$ cat config.mk
export PLATFORM = sky130hd
export DESIGN_NAME = bp_core_lce_req_merge
export DESIGN_NICKNAME = d
export VERILOG_FILES = /design/src/rtl/bp_core_lce_req_merge.sv
export SDC_FILE = /design/constraint.sdc
export NUM_CORES = 1
export LEC_CHECK = 0
export ABC_AREA = 1
export CORE_AREA = 8 8 242 244
export DETAILED_ROUTE_END_ITERATION = 12
export DIE_AREA = 0 0 250 252
export PLACE_DENSITY = 0.68
export REMOVE_ABC_BUFFERS = 1
export SETUP_SLACK_MARGIN = 0.3
export SYNTH_ARGS = -nofsm -noshare
export SYNTH_HDL_FRONTEND = slang
export SYNTH_SLANG_ARGS = --single-unit
$ cat constraint.sdc
create_clock -name clk_i -period 8.8 [get_ports clk_i]
set_input_delay 0.88 -clock clk_i [delete_from_list [all_inputs] [get_ports clk_i]]
set_output_delay 0.88 -clock clk_i [all_outputs]
set_load 0.05 [all_outputs]
$ cat src/rtl/bp_core_lce_req_merge.sv
// Merges the core's two LCE request channels (0 = I$, 1 = D$) onto a single
// valid/ready LCE request link. Each channel is buffered in a small FIFO.
// Sources are round-robin arbitrated, and a multi-beat message keeps the grant
// until its last beat has transferred.
//
// Ports:
//   clk_i, reset_i       clock, synchronous active-high reset
//   msg_i/last_i/v_i     per-channel request beat, last-beat flag, valid
//   ready_o              per-channel FIFO can accept (registered)
//   msg_o/last_o/src_o   merged beat, last-beat flag, source channel
//   v_o / ready_i        merged beat valid / downstream accepts
module bp_core_lce_req_merge #(
  parameter int unsigned msg_width_p = 128,
  parameter int unsigned fifo_els_p  = 2
) (
  input  logic                        clk_i,
  input  logic                        reset_i,
  input  logic [1:0][msg_width_p-1:0] msg_i,
  input  logic [1:0]                  last_i,
  input  logic [1:0]                  v_i,
  output logic [1:0]                  ready_o,
  output logic [msg_width_p-1:0]      msg_o,
  output logic                        last_o,
  output logic                        src_o,
  output logic                        v_o,
  input  logic                        ready_i
);

  localparam int unsigned ptr_w_lp  = $clog2(fifo_els_p);
  localparam int unsigned beat_w_lp = msg_width_p + 1;

  logic [1:0]           empty;
  logic [1:0]           enq;
  logic [1:0]           deq;
  logic [beat_w_lp-1:0] head [2];
  logic                 grant;
  logic                 xfer;
  logic                 lock_r;
  logic                 rr_r;
  logic                 src_r;
  logic                 stall_r;

  // Per-channel FIFO: {last, msg} entries, wrapping pointers plus full/empty bits.
  for (genvar i = 0; i < 2; i++) begin : g_fifo
    logic [beat_w_lp-1:0] mem_r [fifo_els_p];
    logic [ptr_w_lp-1:0]  rd_r;
    logic [ptr_w_lp-1:0]  wr_r;
    logic [ptr_w_lp-1:0]  rd_nx;
    logic [ptr_w_lp-1:0]  wr_nx;
    logic                 full_r;
    logic                 empty_r;
    logic                 ready_r;

    assign rd_nx      = rd_r + ptr_w_lp'(1);
    assign wr_nx      = wr_r + ptr_w_lp'(1);
    assign enq[i]     = v_i[i] & ready_r;
    assign deq[i]     = xfer & (grant == 1'(i));
    assign empty[i]   = empty_r;
    assign ready_o[i] = ready_r;
    assign head[i]    = mem_r[rd_r];

    // Storage needs no reset; it is only read while non-empty.
    always_ff @(posedge clk_i) begin
      if (enq[i]) mem_r[wr_r] <= {last_i[i], msg_i[i]};
    end

    // ready_r tracks the post-update fullness, so a full FIFO re-opens the
    // cycle after it is dequeued, never in the same cycle.
    always_ff @(posedge clk_i) begin
      if (reset_i) begin
        rd_r    <= '0;
        wr_r    <= '0;
        full_r  <= 1'b0;
        empty_r <= 1'b1;
        ready_r <= 1'b0;
      end else begin
        if (enq[i]) wr_r <= wr_nx;
        if (deq[i]) rd_r <= rd_nx;
        if (enq[i] & ~deq[i]) begin
          empty_r <= 1'b0;
          full_r  <= (wr_nx == rd_r);
          ready_r <= (wr_nx != rd_r);
        end else if (deq[i] & ~enq[i]) begin
          full_r  <= 1'b0;
          empty_r <= (rd_nx == wr_r);
          ready_r <= 1'b1;
        end else begin
          ready_r <= ~full_r;
        end
      end
    end
  end

  // Grant: hold the previous source while locked or while a presented beat is
  // stalled (keeps the offered beat stable); otherwise round-robin.
  always_comb begin
    grant = src_r;
    if (!(lock_r | stall_r)) begin
      if (~empty[0] & ~empty[1]) grant = rr_r;
      else if (~empty[1])        grant = 1'b1;
      else if (~empty[0])        grant = 1'b0;
    end
  end

  assign v_o    = ~empty[grant];
  assign xfer   = v_o & ready_i;
  assign src_o  = grant;
  assign msg_o  = v_o ? head[grant][msg_width_p-1:0] : '0;
  assign last_o = v_o & head[grant][msg_width_p];

  // Arbitration state: lock and rr pointer move only on a transfer.
  always_ff @(posedge clk_i) begin
    if (reset_i) begin
      lock_r  <= 1'b0;
      rr_r    <= 1'b0;
      src_r   <= 1'b0;
      stall_r <= 1'b0;
    end else begin
      stall_r <= v_o & ~ready_i;
      if (v_o) src_r <= grant;
      if (xfer) begin
        if (last_o) begin
          lock_r <= 1'b0;
          rr_r   <= ~grant;
        end else begin
          lock_r <= 1'b1;
        end
      end
    end
  end

  // Simulation checks.
  a_els: assert property (@(posedge clk_i)
    (fifo_els_p >= 2) && ((fifo_els_p & (fifo_els_p - 1)) == 0));

  a_src_locked: assert property (@(posedge clk_i) disable iff (reset_i)
    (lock_r && $past(lock_r)) |-> $stable(src_o));

  for (genvar i = 0; i < 2; i++) begin : g_hold
    a_hold: assert property (@(posedge clk_i) disable iff (reset_i)
      (v_i[i] & ~ready_o[i]) |=> v_i[i]);
  end

endmodule

==> out/summary.txt <==
Final Util = 0.509
Post-Place Cells = 2,510
Die Ht = 252 µm
Chip width = 250 µm
Final Hold Vio Count = 0
Post-DR wirelength/cell = 20.1 µm
Final non-filler cell total = 2,616
Setup TNS = 0 ns
Final Max Tran Viols = 0
CTS tree = built
Commonest non-fill, non-tap cell in the layout = edfxtp_1
Clock Tree Buf Depth = 3
Root Buffer = clkbuf_16
Pwr dens = 220 mW/mm²
Setup WS post-layout = 3.73 ns
Netlist cell types = 23
Hold path depth = 2
Multi-input logic area = 0.00478 mm²
First-pass GRT wire length = 79,700 µm
Post-DRT Antenna Nets = 0
Most frequent cells in the layout = 516 x edfxtp_1, 395 x clkdlybuf4s50_1, 277 x nand2_1, 145 x inv_1, 130 x o21ai_0
Synth warnings = 0
Pin count of the biggest net entering global routing = 109
Cells after Synth = 1,470
Ports = 396
Reg area = 0.0158 mm²
WP data arrival = 4.19 ns
Starting Density = 0.394
Drt pass-1 iters = 4
Area growth from synthesis to layout = 29.0%
Status = finished clean
Share of layout cells above drive strength 1 = 0.118
Drt total wl = 52,600 µm
Tmin final = 5.07 ns
Crit path from = g_fifo[1].empty_r$_SDFFE_PP1P_
Startpoint Class = flop
Total GRT Usage = 0.162
RSZ-0062 raised after global routing = false
#FFs+latches synth = 532
RR Startpoint = g_fifo[1].empty_r$_SDFFE_PP1P_
Worst Reg-to-Reg Cells = 11
Hold path start = g_fifo[1].full_r$_SDFFE_PP0P_
Drt via density = 4.85
DP Wirelength = 33,300 µm
Vias in the first global route = 13,538
Filler cell count = 4,572
Setup violators final = 0
R2R setup slack = 5.26 ns
Worst-margin pin slew = 1.06 ns
Detailed router's first-iteration violation count = 643
Register area share after synthesis = 0.734
Worst-path clk slew = 0.06 ns
IO buf count = 395
Max-cap violation count = 0
Rel. slew slack = 0.291
Hold Path Sink = g_fifo[1].full_r$_SDFFE_PP0P_
F_max = 0.197 GHz
Worst hold margin = 0.491 ns
Number of nets in the layout = 2,132
Die area = 0.0630 mm²
CP Capture Type = output port
H-tree depth = 2
Worst skew pair latency = 0.58 ns
Worst hold path class = flop to flop
CTS buffer count = 55
Endpoint of the worst register-to-register path = g_fifo[0].empty_r$_SDFFE_PP1P_
GR Overflow Total = 0
Vias = 12,697
# hold bufs at CTS = 0
Synthesized cell area = 0.0216 mm²
DP Worst Slack = 4.29 ns
Row count = 86
Final period utilization = 0.576
Syn avg cell area = 14.7 µm²
Initial antenna violation count = 10
Core area = 0.0547 mm²
Required @ worst endpoint = 7.92 ns
Peak VDD IR = 0.164 mV
CTS Sinks = 532
Setup Buffers After CTS = 0
Crit path max fanout = 100
GPL Wtd Cong = 0.763
Crit path kind = flop to output port
# DRC = 0
Resize count post-CTS = 0
Leak = 10.1 nW
Worst Clk Skew = 0.0180 ns
[final cells by class]
| class | count | area share |
|---|---|---|
| sequential | 532 | 0.569 |
| multi-input combinational | 717 | 0.172 |
| timing repair buffer | 411 | 0.147 |
| clock buffer | 80 | 0.0547 |
| tap | 704 | 0.0317 |
| inverter | 146 | 0.0197 |
| clock inverter | 18 | 0.00567 |
| antenna | 8 | 0.000720 |
[worst max path at each step]
stage,depth (start not counted),slack (ns),to
2_1_floorplan,8,1.24,last_o
4_1_cts,10,3.63,msg_o[45]
5_1_grt,11,3.33,msg_o[4]
3_3_place_gp,6,4.37,last_o
3_5_place_dp,11,4.29,msg_o[45]
6_report,11,3.73,msg_o[45]
[critical path, stage by stage (launching register included)]
cell and delay [ns]:
dfxtp_1 0.37, inv_2 0.06, nand2_1 0.08, nand3_2 0.13
nand2_4 0.10, buf_4 0.71, buf_4 0.86, nand2_1 0.12
o21ai_0 0.13, nand2_1 0.09, inv_1 0.09, clkdlybuf4s50_1 0.82
[Yosys cell counts]
cell type | number | area (µm²)
a211oi_1 | 2 | 15.0
a21oi_1 | 9 | 45.0
buf_2 | 35 | 175
buf_4 | 14 | 105
buf_6 | 11 | 124
clkbuf_1 | 15 | 56.3
dfxtp_1 | 16 | 320
edfxtp_1 | 516 | 15500
ha_1 | 6 | 75.1
inv_1 | 145 | 544
inv_2 | 1 | 3.75
mux2_2 | 128 | 1440
mux2i_1 | 129 | 1290
nand2_1 | 278 | 1040
nand2_2 | 2 | 12.5
nand3_1 | 7 | 35.0
nand3_2 | 1 | 10.0
nor2_1 | 17 | 63.8
nor2_2 | 1 | 6.26
nor3_1 | 3 | 15.0
nor3b_1 | 2 | 15.0
o21ai_0 | 130 | 651
o31ai_1 | 2 | 15.0
[registers in the layout (all words and copies together) (netlist names), named ones only]
name / cells
g_fifo.mem_r: 516
g_fifo.empty_r: 2
g_fifo.full_r: 2
g_fifo.rd_r: 2
g_fifo.ready_r: 2
g_fifo.wr_r: 2
lock_r: 1
rr_r: 1
src_r: 1
stall_r: 1
[per-stage QoR]
| stage | cell area [µm²] | power (mW) |
|---|---|---|
| after floorplan | 21100 | 3.63 |
| after global placement | 26100 | 4.00 |
| after detailed placement | 26100 | 4.01 |
| after CTS | 27800 | 6.21 |
| after global routing | 27800 | 6.37 |
| final | 27800 | 6.13 |
[cell families (layout without fill, tap and decap cells)]
| group | after synthesis | in the layout | synth area share |
|---|---|---|---|
| compound gates | 143 | 143 | 0.0337 |
| fa+ha+maj | 6 | 6 | 0.00348 |
| buf+inv | 221 | 655 | 0.0468 |
| simple gates | 311 | 311 | 0.0557 |
| mux | 257 | 257 | 0.127 |
| other cells | 0 | 8 | 0 |
| flops | 532 | 532 | 0.734 |
[routing by layer]
layer | routed length, µm | up-vias | GRT usage
met4 | 1090 | 6 | 0.0520
met2 | 26500 | 350 | 0.285
met5 | 39 | - | 0
met1 | 21800 | 6266 | 0.198
met3 | 3210 | 66 | 0.0370
li1 | - | 6009 | -
[where the power goes]
part | internal (mW) | total, mW | leakage [nW] | switching [mW]
sequential | 2.88 | 2.91 | 4.87 | 0.0265
combinational | 0.375 | 1.03 | 4.44 | 0.659
clock | 1.28 | 2.18 | 0.814 | 0.905
Power figures use the tool's default switching activity.
